$ cat src/rtl/flt_regmc_pkg.sv
// Shared register map, field positions and address decode for the
// multi-channel filter register controller.
package flt_regmc_pkg;

  localparam int unsigned NCH_MAX = 4;

  localparam logic [11:0] GLB_BASE    = 12'h000;
  localparam logic [11:0] GCTRL_OFS   = 12'h000;
  localparam logic [11:0] GSTAT_OFS   = 12'h004;
  localparam logic [11:0] INTEN_OFS   = 12'h008;
  localparam logic [11:0] INTSTAT_OFS = 12'h00C;

  localparam logic [11:0] CH_BASE   = 12'h100;
  localparam logic [11:0] CH_STRIDE = 12'h010;
  localparam logic [3:0]  CCTRL_OFS = 4'h0;
  localparam logic [3:0]  SRC_OFS   = 4'h4;
  localparam logic [3:0]  FRM_OFS   = 4'h8;
  localparam logic [3:0]  COLOR_OFS = 4'hC;

  localparam int unsigned GCTRL_SRST_BIT  = 1;
  localparam int unsigned GSTAT_PEND_LSB  = 8;
  localparam int unsigned CCTRL_START_BIT = 0;
  localparam int unsigned CCTRL_PEND_BIT  = 8;
  localparam int unsigned CCTRL_BUSY_BIT  = 0;

  typedef enum logic [1:0] {
    G_GCTRL   = GCTRL_OFS[3:2],
    G_GSTAT   = GSTAT_OFS[3:2],
    G_INTEN   = INTEN_OFS[3:2],
    G_INTSTAT = INTSTAT_OFS[3:2]
  } glb_reg_e;

  typedef enum logic [1:0] {
    REG_CCTRL = CCTRL_OFS[3:2],
    REG_SRC   = SRC_OFS[3:2],
    REG_FRM   = FRM_OFS[3:2],
    REG_COLOR = COLOR_OFS[3:2]
  } ch_reg_e;

  typedef struct packed {
    logic     glb;
    logic     ch;
    logic [1:0] idx;
    glb_reg_e greg;
    ch_reg_e  creg;
  } dec_t;

  // Word-granular decode; the channel index assumes a 0x10 stride.
  function automatic dec_t addr_dec(input logic [11:0] addr, input int unsigned nch);
    dec_t        d;
    logic [11:0] a;
    logic [11:0] rel;
    a      = {addr[11:2], 2'b00};
    rel    = a - CH_BASE;
    d      = '0;
    d.glb  = (a[11:4] == GLB_BASE[11:4]);
    d.ch   = (a >= CH_BASE) && (rel < 12'(nch * CH_STRIDE));
    d.idx  = rel[5:4];
    d.greg = glb_reg_e'(a[3:2]);
    d.creg = ch_reg_e'(rel[3:2]);
    return d;
  endfunction

endpackage

$ cat src/rtl/flt_regctrl_mc_if.sv
// Register bus between the host and the filter register controller.
interface flt_regctrl_mc_if;
  logic [15:0] WRADDR;
  logic [3:0]  BYTEEN;
  logic        WREN;
  logic [31:0] WDATA;
  logic [15:0] RDADDR;
  logic        RDEN;
  logic [31:0] RDATA;

  modport master (output WRADDR, BYTEEN, WREN, WDATA, RDADDR, RDEN, input RDATA);
  modport slave  (input WRADDR, BYTEEN, WREN, WDATA, RDADDR, RDEN, output RDATA);
endinterface

$ cat src/rtl/flt_regch.sv
// One filter channel: staging registers, committed copies, start queue
// of depth one and the start pulse.
module flt_regch
  import flt_regmc_pkg::*;
#(
  parameter int unsigned COLOR_W = 3
) (
  input  logic               CLK,
  input  logic               ARST,
  input  logic               wr_en,
  input  ch_reg_e            wr_reg,
  input  logic [3:0]         byteen,
  input  logic [31:0]        wdata,
  input  logic               busy,
  input  logic               srst,
  output logic               start,
  output logic               pending,
  output logic [31:0]        src_stg,
  output logic [31:0]        frm_stg,
  output logic [COLOR_W-1:0] color_stg,
  output logic [31:0]        src,
  output logic [31:0]        frm,
  output logic [COLOR_W-1:0] color
);

  logic req;
  logic launch;

  // A start still in flight counts as busy so two pulses never abut.
  always_comb begin
    req    = wr_en && (wr_reg == REG_CCTRL) && byteen[0] && wdata[CCTRL_START_BIT];
    launch = !srst && !busy && !start && (pending || req);
  end

  always_ff @(posedge CLK) begin
    if (ARST) begin
      start     <= 1'b0;
      pending   <= 1'b0;
      src_stg   <= '0;
      frm_stg   <= '0;
      color_stg <= '0;
      src       <= '0;
      frm       <= '0;
      color     <= '0;
    end else begin
      start <= 1'b0;
      if (wr_en) begin
        case (wr_reg)
          REG_SRC:
            for (int unsigned b = 0; b < 4; b++)
              if (byteen[b]) src_stg[8*b +: 8] <= wdata[8*b +: 8];
          REG_FRM:
            for (int unsigned b = 0; b < 4; b++)
              if (byteen[b]) frm_stg[8*b +: 8] <= wdata[8*b +: 8];
          REG_COLOR:
            if (byteen[0]) color_stg <= wdata[COLOR_W-1:0];
          default: ;
        endcase
      end
      if (srst) begin
        pending <= 1'b0;
      end else if (launch) begin
        src     <= src_stg;
        frm     <= frm_stg;
        color   <= color_stg;
        start   <= 1'b1;
        pending <= 1'b0;
      end else if (req) begin
        pending <= 1'b1;
      end
    end
  end

endmodule

$ cat src/rtl/flt_regctrl_mc.sv
// Filter register controller: bus decode, global control/interrupt bank,
// soft-reset sequencer and read mux around NCH channel banks.
module flt_regctrl_mc
  import flt_regmc_pkg::*;
#(
  parameter int unsigned NCH     = 2,
  parameter int unsigned COLOR_W = 3,
  parameter int unsigned RST_CYC = 4,
  parameter logic [3:0]  BASE    = 4'h4
) (
  input  logic                     CLK,
  input  logic                     ARST,
  flt_regctrl_mc_if.slave          bus,
  input  logic [NCH-1:0]           FLTVC_INT,
  input  logic [NCH-1:0]           FLTVC_BUSY,
  output logic                     FLTRG_IRQ,
  output logic                     FLTRG_RSTS,
  output logic [NCH-1:0]           FLTRG_START,
  output logic [32*NCH-1:0]        FLTRG_VRAMSRC,
  output logic [32*NCH-1:0]        FLTRG_VRAMFRM,
  output logic [COLOR_W*NCH-1:0]   FLTRG_COLOR
);

  dec_t wd;
  dec_t rd;
  logic wr_sel;
  logic rd_sel;
  logic wr_glb;
  logic srst_req;
  logic [NCH-1:0] w1c;

  logic [NCH-1:0] inten;
  logic [NCH-1:0] intstat;
  logic [NCH-1:0] pend;
  logic [3:0]     srst_cnt;
  logic [31:0]    rdata;

  logic [31:0]        src_stg   [NCH];
  logic [31:0]        frm_stg   [NCH];
  logic [COLOR_W-1:0] color_stg [NCH];

  always_comb begin
    wd       = addr_dec(bus.WRADDR[11:0], NCH);
    rd       = addr_dec(bus.RDADDR[11:0], NCH);
    wr_sel   = bus.WREN && (bus.WRADDR[15:12] == BASE);
    rd_sel   = (bus.RDADDR[15:12] == BASE);
    wr_glb   = wr_sel && wd.glb && bus.BYTEEN[0];
    srst_req = wr_glb && (wd.greg == G_GCTRL) && bus.WDATA[GCTRL_SRST_BIT];
    w1c      = (wr_glb && (wd.greg == G_INTSTAT)) ? bus.WDATA[NCH-1:0] : '0;
  end

  for (genvar c = 0; c < NCH; c++) begin : g_ch
    logic wr_this;
    assign wr_this = wr_sel && wd.ch && (wd.idx == 2'(c));

    flt_regch #(.COLOR_W(COLOR_W)) u_ch (
      .CLK       (CLK),
      .ARST      (ARST),
      .wr_en     (wr_this),
      .wr_reg    (wd.creg),
      .byteen    (bus.BYTEEN),
      .wdata     (bus.WDATA),
      .busy      (FLTVC_BUSY[c]),
      .srst      (FLTRG_RSTS),
      .start     (FLTRG_START[c]),
      .pending   (pend[c]),
      .src_stg   (src_stg[c]),
      .frm_stg   (frm_stg[c]),
      .color_stg (color_stg[c]),
      .src       (FLTRG_VRAMSRC[32*c +: 32]),
      .frm       (FLTRG_VRAMFRM[32*c +: 32]),
      .color     (FLTRG_COLOR[COLOR_W*c +: COLOR_W])
    );
  end

  // Set beats W1C on the same edge; soft reset wipes status for its duration.
  always_ff @(posedge CLK) begin
    if (ARST) begin
      inten      <= '0;
      intstat    <= '0;
      FLTRG_IRQ  <= 1'b0;
      FLTRG_RSTS <= 1'b0;
      srst_cnt   <= '0;
    end else begin
      if (wr_glb && (wd.greg == G_INTEN)) inten <= bus.WDATA[NCH-1:0];
      if (FLTRG_RSTS) intstat <= '0;
      else            intstat <= (intstat & ~w1c) | FLTVC_INT;
      FLTRG_IRQ <= |(intstat & inten);
      if (srst_req) begin
        srst_cnt   <= 4'(RST_CYC);
        FLTRG_RSTS <= 1'b1;
      end else if (srst_cnt != '0) begin
        srst_cnt   <= srst_cnt - 4'd1;
        FLTRG_RSTS <= (srst_cnt > 4'd1);
      end
    end
  end

  always_comb begin
    rdata = '0;
    if (rd_sel && rd.glb) begin
      case (rd.greg)
        G_GSTAT: begin
          rdata[NCH-1:0]                = FLTVC_BUSY;
          rdata[GSTAT_PEND_LSB +: NCH]  = pend;
        end
        G_INTEN:   rdata[NCH-1:0] = inten;
        G_INTSTAT: rdata[NCH-1:0] = intstat;
        default:   rdata = '0;
      endcase
    end else if (rd_sel && rd.ch) begin
      for (int unsigned c = 0; c < NCH; c++) begin
        if (rd.idx == 2'(c)) begin
          case (rd.creg)
            REG_CCTRL: begin
              rdata[CCTRL_PEND_BIT] = pend[c];
              rdata[CCTRL_BUSY_BIT] = FLTVC_BUSY[c];
            end
            REG_SRC:   rdata = src_stg[c];
            REG_FRM:   rdata = frm_stg[c];
            REG_COLOR: rdata[COLOR_W-1:0] = color_stg[c];
            default:   rdata = '0;
          endcase
        end
      end
    end
  end

  assign bus.RDATA = rdata;

endmodule

$ cat src/flat_wrapper.sv
// flat-port wrapper written by rule: the top's interface ports become plain ports
module flt_regctrl_mc_flat import flt_regmc_pkg::*;
#(
  parameter int unsigned NCH     = 2,
  parameter int unsigned COLOR_W = 3,
  parameter int unsigned RST_CYC = 4,
  parameter logic [3:0]  BASE    = 4'h4
)
  (CLK, ARST, FLTVC_INT, FLTVC_BUSY, FLTRG_IRQ, FLTRG_RSTS, FLTRG_START, FLTRG_VRAMSRC, FLTRG_VRAMFRM, FLTRG_COLOR, bus_WRADDR, bus_BYTEEN, bus_WREN, bus_WDATA, bus_RDADDR, bus_RDEN, bus_RDATA);
  flt_regctrl_mc_if bus_i ();
  input  logic CLK;
  input  logic ARST;
  input  logic [NCH-1:0] FLTVC_INT;
  input  logic [NCH-1:0] FLTVC_BUSY;
  output logic FLTRG_IRQ;
  output logic FLTRG_RSTS;
  output logic [NCH-1:0] FLTRG_START;
  output logic [32*NCH-1:0] FLTRG_VRAMSRC;
  output logic [32*NCH-1:0] FLTRG_VRAMFRM;
  output logic [COLOR_W*NCH-1:0] FLTRG_COLOR;
  input wire logic [$bits(bus_i.WRADDR)-1:0] bus_WRADDR;
  input wire logic [$bits(bus_i.BYTEEN)-1:0] bus_BYTEEN;
  input wire logic [$bits(bus_i.WREN)-1:0] bus_WREN;
  input wire logic [$bits(bus_i.WDATA)-1:0] bus_WDATA;
  input wire logic [$bits(bus_i.RDADDR)-1:0] bus_RDADDR;
  input wire logic [$bits(bus_i.RDEN)-1:0] bus_RDEN;
  output wire logic [$bits(bus_i.RDATA)-1:0] bus_RDATA;
  assign bus_i.WRADDR = bus_WRADDR;
  assign bus_i.BYTEEN = bus_BYTEEN;
  assign bus_i.WREN = bus_WREN;
  assign bus_i.WDATA = bus_WDATA;
  assign bus_i.RDADDR = bus_RDADDR;
  assign bus_i.RDEN = bus_RDEN;
  assign bus_RDATA = bus_i.RDATA;
  flt_regctrl_mc #(.NCH(NCH), .COLOR_W(COLOR_W), .RST_CYC(RST_CYC), .BASE(BASE)) u_core (.CLK(CLK), .ARST(ARST), .bus(bus_i), .FLTVC_INT(FLTVC_INT), .FLTVC_BUSY(FLTVC_BUSY), .FLTRG_IRQ(FLTRG_IRQ), .FLTRG_RSTS(FLTRG_RSTS), .FLTRG_START(FLTRG_START), .FLTRG_VRAMSRC(FLTRG_VRAMSRC), .FLTRG_VRAMFRM(FLTRG_VRAMFRM), .FLTRG_COLOR(FLTRG_COLOR));
endmodule
$ cat config.mk
export PLATFORM = sky130hd
export DESIGN_NAME = flt_regctrl_mc_flat
export DESIGN_NICKNAME = d
export VERILOG_FILES = /design/src/rtl/flt_regmc_pkg.sv /design/src/rtl/flt_regctrl_mc_if.sv /design/src/rtl/flt_regch.sv /design/src/rtl/flt_regctrl_mc.sv /design/src/flat_wrapper.sv
export SDC_FILE = /design/constraint.sdc
export NUM_CORES = 1
export LEC_CHECK = 0
export ABC_AREA = 1
export CAP_MARGIN = 20
export CELL_PAD_IN_SITES_DETAIL_PLACEMENT = 0
export CELL_PAD_IN_SITES_GLOBAL_PLACEMENT = 1
export CORE_ASPECT_RATIO = 1.5
export CORE_MARGIN = 1
export CORE_UTILIZATION = 37
export DETAILED_ROUTE_END_ITERATION = 7
export PLACE_DENSITY_LB_ADDON = 0.1
export SLEW_MARGIN = 5
export SYNTH_ARGS = -nofsm -noshare
export SYNTH_HDL_FRONTEND = slang
export SYNTH_SLANG_ARGS = --single-unit
export TNS_END_PERCENT = 50
$ cat constraint.sdc
create_clock -name CLK -period 2.25 [get_ports CLK]
set_input_delay 0.3375 -clock CLK [delete_from_list [all_inputs] [get_ports CLK]]
set_output_delay 0.3375 -clock CLK [all_outputs]
set_load 0.005 [all_outputs]
==> impl_metrics.yaml, run 1 <==
run_status:
  outcome: "complete, no violations"
synthesis:
  synth_edf_count: 0
  synth_top_family_by_area: "simple AND/OR/NAND/NOR gates"
  syn-num-nets: 1844
  netlist_area_mm2: 0.0123
  ys_ff_latch: 282
  synth_xor_area_share_pct: 0.0712
  syn_inst: 1760
  synth-simple-area-share_pct: 24.0
  syn_avg_cell_area_um2: 6.99
  synth_ff_type: "dfxtp_1"
  seq_area_frac_synth_pct: 45.9
  yosys_warnings: 0
  yosys.area_share.adder_pct: 0.814
  synthMuxAreaShare_pct: 0
  synth_cell_types: 29
  synth-async-reset-ratio_pct: 0
  synth_compound_area_share_pct: 19.4
setup_path:
  ff2ff_path_depth: 6
  cpPeakStageDelay_ps: 380
  path_class: "primary input to output port"
  arrival_ps: 1860
  critPathSlowestCell: "ha_1"
  r2r-end: "u_core.g_ch[1].u_ch.frm[10]"
  r2r_slack_ps: 740
  worstReg2RegStart: "u_core.FLTRG_RSTS"
  worst-path-max-fanout: 6
  path_delay_family: "buffers and inverters"
  end_kind: "output port"
  cpMostUsedCell: "clkdlybuf4s15_2"
  cp_num_buf_inv: 5
  worstPathCellList: "clkdlybuf4s15_2 -> inv_2 -> buf_4 -> ha_1 -> nand2_8 -> buf_16 -> a21oi_1 -> clkdlybuf4s15_2"
  critPathLaunchType: "primary input"
  cp.required_ps: 1910
sta:
  slew_violations: 0
  relSlewSlack_pct: 72.8
  hold_viol: 0
  fmax_ghz: 0.454
  setup_violations: 0
  fin_ws_ps: 48.7
  min_period_ps: 2200
  worst_pin_slew_ps: 406
  fin_crit_sh_pct: 97.8
  final.setup_skew_ps: 16.0
  finalHoldWorstSlack_ps: 373
global_route:
  grt_pass1_wl_mm: 65.0
  antenna_found_initial: 3
  grt_usage_pct: 24.6
  grt_max_degree: 73
  grt_pass1_vias: 11300
  overflow: 0
power:
  seqPwrFrac_pct: 45.8
  p_per_area_mw_per_mm2: 656
  total_power_mw: 11.1
  swShare_pct: 26.4
  power_leakage_nw: 6.19
  clkPwrFrac_pct: 41.2
  combPwrFrac_pct: 13.0
  p_sw_mw: 2.94
  peakVddDrop_v: 0.000550
  intPower_mw: 8.18
final_layout:
  seqCellArea_mm2: 0.00565
  layout-drive-gt1-share_pct: 11.4
  final_common_cell: "nor2_1"
  syn2layout_area_growth_pct: 37.9
  fill_cells: 3345
  multi_input_area_mm2: 0.00570
  final_cell_mix: "293 x nor2_1, 282 x dfxtp_1, 233 x nand2_1, 221 x a21oi_1, 199 x clkdlybuf4s50_1"
  nets: 2098
detailed_routing:
  vias_per_cell: 4.96
  antenna_left: 0
  wl_per_cell_um: 17.1
  drcViolationCount: 0
  vias: 12200
  first_pass_iters: 6
  drtIter0Drc: 682
  routed_wl_mm: 41.9
die:
  initial_core_util_pct: 37.7
  rows: 81
  die_h_um: 225
  die_area_mm2: 0.0340
  num_io_pins: 246
  core_mm2: 0.0326
  dieWidth_um: 151
clock_network:
  ctsHtreeMaxLevel: 1
  cts_tree: "done"
  cts_hold_buffers: 0
  cts_buffers: 29
  cts_root_buffer: "clkbuf_16"
  clk_latency_ps: 560
  clk_path_buf_depth: 3
  path_clk_slew_ps: 60
  cts.sinks: 282
placed_design:
  dp_hpwl_mm: 30.5
  routabilityCongestion: 0.904
  io_buffer_count: 240
  dp_slack_ps: -692
hold_path:
  hold_end: "u_core.intstat[1]"
  hp-class: "primary input to flip-flop"
  hold_path_depth: 3
  holdCritStartpoint: "FLTVC_INT[1]"
flow_run:
  drv_cap: 0
==> layer usage <==
metal  vias to the layer above  GRT usage, %  part of all wire [%]
met1                      5507          35.4                    48
met2                       315          37.8                    44
li1                       6270             -                     -
met3                        62          3.04                   5.0
met4                         2          8.23                   2.8
met5                         -             0                 0.031
==> through the flow <==
stage	util, %	area, µm²	cells	TNS, ps
after floorplan	-	12300	1760	0
after global placement	48.3	15700	2387	-17520
after detailed placement	48.3	15700	2387	-18330
after CTS	51.9	16900	2446	-215
after global routing	52.0	17000	2449	-7.83
final	52.0	17000	2449	0
==> worst max-delay path by stage <==
stage / startpoint / endpoint / slack (ps) / cells past startpoint
floorplan: bus_RDADDR[3] / bus_RDATA[21] / 340 / 8
global placement: bus_RDADDR[2] / bus_RDATA[0] / -720 / 11
detailed placement: bus_RDADDR[2] / bus_RDATA[0] / -690 / 11
CTS: bus_RDADDR[3] / bus_RDATA[0] / -210 / 11
global route: bus_RDADDR[3] / bus_RDATA[20] / -8 / 10
finish: bus_RDADDR[3] / bus_RDATA[28] / 50 / 8
==> power groups by stage <==
stage               Sequential [mW]  Clock, mW  Combinational [mW]
detailed placement             5.20          0                1.41
floorplan                      5.18          0               0.764
global placement               5.20          0                1.40
CTS                            5.09       4.68                1.45
global route                   5.10       4.86                1.60
finish                         5.09       4.58                1.45
==> flip-flops by register name, summed over array words and instances (netlist names) <==
signal and count:
u_core.g_ch.u_ch.frm 64, u_core.FLTRG_RSTS 1, u_core.g_ch.u_ch.src_stg 64, u_core.g_ch.u_ch.src 64
u_core.g_ch.u_ch.pending 2, u_core.intstat 2, u_core.srst_cnt 4, u_core.g_ch.u_ch.frm_stg 64
u_core.inten 2, u_core.FLTRG_IRQ 1, u_core.g_ch.u_ch.start 2, u_core.g_ch.u_ch.color 6
u_core.g_ch.u_ch.color_stg 6
==> cell type report <==
| type | count | area share [%] |
|---|---|---|
| clock inverter | 3 | 0.111 |
| inverter | 185 | 4.21 |
| timing repair buffer | 343 | 20.6 |
| tap | 415 | 3.06 |
| multi-input combinational | 1173 | 33.6 |
| clock buffer | 46 | 5.07 |
| sequential | 282 | 33.3 |
| antenna | 2 | 0.0295 |
==> cells by family after synthesis <==
group | Yosys count
AOI/OAI and AO/OA | 454
buffers and inverters | 305
adders and majority gates | 8
xor gates and xnor gates | 1
and+or+nand+nor | 710
DFF | 282
==> what timing repair did <==
action	in CTS	in global routing
gates resized for setup	145	23
hold endpoints to repair	0	0
pin swaps	18	6
setup endpoints to repair	32	32
gates cloned	5	0
setup buffers	5	2
==> tightest hold or removal path, cell delays in order <==
cell             delay [ps]
clkdlybuf4s50_1         450
a21oi_1                  40
nor2_1                   70
==> cell usage after synthesis (all sizes together) (5+ instances only) <==
master  instances  area share [%]
buf            35             1.5
a21oi         241             9.8
nor2          298             9.1
dfxtp         282              46
inv           175             5.3
clkinv         10            0.39
o22ai          57             2.9
ha              8            0.81
nand2         237             7.2
nand4           5            0.25
clkbuf         85             2.6
nor3            7            0.42
o21ai         144             5.9
nand3         162             6.9
o221ai          6            0.43
Power figures use the tool's default switching activity.
==> run 2: changes to the inputs <==
--- a/config.mk
+++ b/config.mk
@@ -14,7 +14,7 @@
 export CORE_UTILIZATION = 37
 export DETAILED_ROUTE_END_ITERATION = 7
 export PLACE_DENSITY_LB_ADDON = 0.1
-export SLEW_MARGIN = 5
+export RECOVER_POWER = 50
 export SYNTH_ARGS = -nofsm -noshare
 export SYNTH_HDL_FRONTEND = slang
 export SYNTH_SLANG_ARGS = --single-unit
==> impl_metrics.yaml, run 2 (synthesis results as in run 1) <==
run_status:
  outcome: "complete, no violations"
hold_path:
  holdCritStartpoint: "FLTVC_INT[1]"
  hold_path_depth: 3
  hp-class: "primary input to flip-flop"
  hold_end: "u_core.intstat[1]"
detailed_routing:
  vias_per_cell: 4.98
  drtIter0Drc: 682
  routed_wl_mm: 41.9
  wl_per_cell_um: 17.1
  vias: 12200
  first_pass_iters: 7
  drcViolationCount: 0
  antenna_left: 0
setup_path:
  critPathSlowestCell: "ha_1"
  worstReg2RegStart: "u_core.g_ch[0].u_ch.pending"
  worstPathCellList: "clkdlybuf4s15_2 -> inv_2 -> buf_4 -> ha_1 -> nand2_8 -> buf_16 -> a21oi_1 -> clkdlybuf4s15_1"
  end_kind: "output port"
  r2r-end: "u_core.g_ch[0].u_ch.color[2]"
  path_delay_family: "buffers and inverters"
  critPathLaunchType: "primary input"
  ff2ff_path_depth: 6
  cpPeakStageDelay_ps: 380
  worst-path-max-fanout: 6
  r2r_slack_ps: 670
  crit_cells: 8
  arrival_ps: 1870
  cp_num_buf_inv: 5
  path_class: "primary input to output port"
  cp.required_ps: 1910
die:
  core_mm2: 0.0326
  rows: 81
  initial_core_util_pct: 37.7
  dieWidth_um: 151
  die_area_mm2: 0.0340
  die_h_um: 225
  num_io_pins: 246
clock_network:
  clk_latency_ps: 560
  clk_path_buf_depth: 3
  cts_tree: "done"
  path_clk_slew_ps: 60
  cts.sinks: 282
  cts_root_buffer: "clkbuf_16"
  cts_buffers: 29
  ctsHtreeMaxLevel: 1
global_route:
  overflow: 0
  grt_pass1_wl_mm: 65.0
  antenna_found_initial: 3
  grt_usage_pct: 24.6
  grt_pass1_vias: 11300
  grt_max_degree: 73
final_layout:
  syn2layout_area_growth_pct: 37.1
  nets: 2098
  fill_cells: 3359
  final_common_cell: "nor2_1"
  final_cell_mix: "294 x nor2_1, 282 x dfxtp_1, 234 x nand2_1, 221 x a21oi_1, 171 x inv_1"
  finalNonFillerCells: 2449
  layout-drive-gt1-share_pct: 11.0
sta:
  slew_violations: 0
  min_period_ps: 2210
  hold_viol: 0
  fmax_ghz: 0.453
  worst_pin_slew_ps: 586
  fin_crit_sh_pct: 98.1
  relSlewSlack_pct: 60.9
  final.setup_skew_ps: 16.3
  setup_violations: 0
power:
  power_leakage_nw: 6.32
  p_per_area_mw_per_mm2: 659
  peakVddDrop_v: 0.000549
  total_power_mw: 11.1
placed_design:
  dp_hpwl_mm: 30.5
  dp_cells: 2387
  routabilityCongestion: 0.904
  io_buffer_count: 240
flow_run:
  drv_cap: 0
-- run 2: cell type report --
type	count	area, µm²	share of cell area, %
antenna	2	5.00	0.0297
clock buffer	46	860	5.10
inverter	185	713	4.23
clock inverter	3	18.8	0.111
timing repair buffer	343	3440	20.4
tap	415	519	3.08
sequential	282	5650	33.5
multi-input combinational	1173	5660	33.6
-- run 2: power by group --
part           switching, mW  internal (mW)
sequential            0.0562           5.04
clock                   1.99           2.59
combinational          0.891          0.555
-- run 2: how the worst max path moves through the flow --
stage,slack [ps],to,from
finish,40,bus_RDATA[11],bus_RDADDR[3]
global route,-8,bus_RDATA[20],bus_RDADDR[3]
CTS,-210,bus_RDATA[0],bus_RDADDR[3]
detailed placement,-690,bus_RDATA[0],bus_RDADDR[2]
global placement,-720,bus_RDATA[0],bus_RDADDR[2]
floorplan,340,bus_RDATA[21],bus_RDADDR[3]
-- run 2: timing repair --
| item | in CTS | in global routing |
|---|---|---|
| pin swaps | 18 | 6 |
| gates cloned | 5 | 0 |
| hold buffers | 0 | 0 |
| buffers inserted | 5 | 2 |
| resized for setup | 145 | 23 |
| endpoints found under the setup margin | 32 | 32 |
-- run 2: tightest hold or removal path: stages --
cell and delay (ps):
clkdlybuf4s50_1 450, a21oi_1 40, nor2_1 70
-- run 2: routing by layer --
metal	wire [µm]	part of all wire [%]	track usage, %	vias up
met3	2130	5.1	3.04	62
met1	20100	48	35.4	5517
li1	-	-	-	6270
met2	18600	44	37.8	333
met4	1130	2.7	8.23	2
met5	13	0.031	0	-
-- run 2: per-stage QoR --
step           hold WS (ps)  util [%]  TNS (ps)  cell area, µm²  worst slack (ps)
2_1_floorplan           432         -         0           12300               341
6_report                377      51.7         0           16900              43.6
3_3_place_gp            460      48.3    -17520           15700              -721
5_1_grt                 379      51.7     -7.83           16900             -7.83
3_5_place_dp            467      48.3    -18330           15700              -692
4_1_cts                 357      51.9      -215           16900              -215
==> run 3: changes to the inputs <==
--- a/config.mk
+++ b/config.mk
@@ -6,10 +6,8 @@
 export NUM_CORES = 1
 export LEC_CHECK = 0
 export ABC_AREA = 1
-export CAP_MARGIN = 20
 export CELL_PAD_IN_SITES_DETAIL_PLACEMENT = 0
 export CELL_PAD_IN_SITES_GLOBAL_PLACEMENT = 1
-export CORE_ASPECT_RATIO = 1.5
 export CORE_MARGIN = 1
 export CORE_UTILIZATION = 37
 export DETAILED_ROUTE_END_ITERATION = 7
==> impl_metrics.yaml, run 3 (synthesis results as in run 1) <==
detailed_routing:
  routed_wl_mm: 42.3
  drcViolationCount: 0
  first_pass_iters: 5
  vias_per_cell: 4.99
  antenna_left: 0
  drtIter0Drc: 860
  wl_per_cell_um: 17.0
  vias: 12400
final_layout:
  final_cell_area_mm2: 0.0171
  final_cell_mix: "293 x nor2_1, 282 x dfxtp_1, 235 x nand2_1, 224 x a21oi_1, 173 x inv_1"
  fill_cells: 3274
  nets: 2099
  layout-drive-gt1-share_pct: 11.4
  final_common_cell: "nor2_1"
  syn2layout_area_growth_pct: 39.3
setup_path:
  cpPeakStageDelay_ps: 510
  cp.required_ps: 1910
  arrival_ps: 1840
  worstPathCellList: "clkdlybuf4s50_1 -> nand3_2 -> nor2_4 -> nand2_4 -> buf_16 -> buf_4 -> a21oi_4 -> buf_2"
  end_kind: "output port"
  worst-path-max-fanout: 6
  critPathSlowestCell: "clkdlybuf4s50_1"
  critPathLaunchType: "primary input"
  r2r_slack_ps: 600
  path_class: "primary input to output port"
die:
  core_mm2: 0.0326
  dieWidth_um: 184
  num_io_pins: 246
  rows: 66
  die_area_mm2: 0.0340
  initial_core_util_pct: 37.7
  die_h_um: 184
clock_network:
  cts_hold_buffers: 0
  path_clk_slew_ps: 60
  clk_path_buf_depth: 3
  cts_root_buffer: "clkbuf_16"
  cts_tree: "done"
  ctsHtreeMaxLevel: 1
  cts_buffers: 31
  clk_latency_ps: 560
  cts.sinks: 282
placed_design:
  dp_hpwl_mm: 30.4
  placed_area_mm2: 0.0158
  io_buffer_count: 240
  routabilityCongestion: 0.940
sta:
  setup_violations: 0
  slew_violations: 0
  hold_viol: 0
  min_period_ps: 2180
  final.setup_skew_ps: 14.8
  rsz0062_at_grt: "no"
  fin_crit_sh_pct: 96.8
  relSlewSlack_pct: 54.4
  worst_pin_slew_ps: 682
  fmax_ghz: 0.459
  finalHoldWorstSlack_ps: 394
global_route:
  grt_usage_pct: 24.5
  antenna_found_initial: 3
  grt_pass1_wl_mm: 65.1
  grt_pass1_vias: 11200
  overflow: 0
  grt_max_degree: 60
flow_run:
  drv_cap: 0
power:
  p_per_area_mw_per_mm2: 691
  peakVddDrop_v: 0.000538
  power_leakage_nw: 6.47
hold_path:
  hp-class: "primary input to flip-flop"
run_status:
  outcome: "complete, no violations"
==> run 3: cell types whose count changed in the layout (fill, tap and decap cells not counted), moves of 4 or more <==
cell             previous run  this run
buf_4                      64        52
a21oi_2                    15         8
clkbuf_2                   14        21
buf_2                      10        16
buf_6                       5         0
a21oi_4                     5         9
clkbuf_8                    7        11
clkdlybuf4s15_1             6         2
clkdlybuf4s15_2             5         1
clkinvlp_4                  0         4
dlygate4sd3_1              57        53
==> run 3: cell type report <==
type	count	area, µm²	area share, %
multi-input cells	1173	5670	33.1
flip-flops and latches	282	5650	33.0
repair buffers	342	3460	20.2
clock buffers	47	946	5.52
inverters	185	717	4.19
well taps	442	553	3.23
clock inverters	10	135	0.789
diodes	3	7.51	0.0438
==> run 3: worst paths after layout <==
kind                                     from                          end  depth (start not counted)
setup reg to reg  u_core.g_ch[0].u_ch.pending  u_core.g_ch[0].u_ch.frm[26]                          6
hold / removal                   FLTVC_INT[1]            u_core.intstat[1]                          3
setup / recovery                bus_RDADDR[8]                bus_RDATA[24]                          8
hold reg to reg               u_core.inten[1]             u_core.FLTRG_IRQ                          2
==> run 3: layer usage <==
layer | vias up | GRT usage (%) | share of wire (%) | wire [µm]
met5 | - | 0 | 0 | 0
li1 | 6293 | - | - | -
met4 | 0 | 7.03 | 2.4 | 996
met3 | 51 | 3.81 | 6.1 | 2570
met2 | 386 | 34.1 | 41 | 17200
met1 | 5673 | 37.9 | 51 | 21500
==> run 3: worst max-delay path: cells and delay by family <==
| kind | cells | cell delay [ps] |
|---|---|---|
| buffers and inverters | 4 | 960 |
| and+or+nand+nor | 3 | 420 |
| AOI/OAI and AO/OA | 1 | 110 |
==> run 3: where the power goes <==
group	total, mW	switching, mW	internal [mW]
Combinational	1.43	0.884	0.550
Clock	5.31	2.08	3.22
Sequential	5.10	0.0585	5.04
==> run 3: repair_timing <==
item,4_1_cts,5_1_grt
resized for setup,152,33
buffers inserted,4,0
gates cloned,7,0
setup endpoints to repair,32,30
pin swaps,10,10
==> run 3: per-stage QoR <==
step / setup TNS [ps] / setup WS (ps) / power [mW] / util, % / cells
floorplan: 0 / 341 / 5.94 / - / 1760
global placement: -18680 / -719 / 6.57 / 48.4 / 2413
detailed placement: -20730 / -785 / 6.58 / 48.4 / 2413
CTS: -135 / -65.9 / 12.0 / 53.0 / 2481
global route: 0 / 3.60 / 12.3 / 52.5 / 2483
finish: 0 / 71.0 / 11.8 / 52.5 / 2484
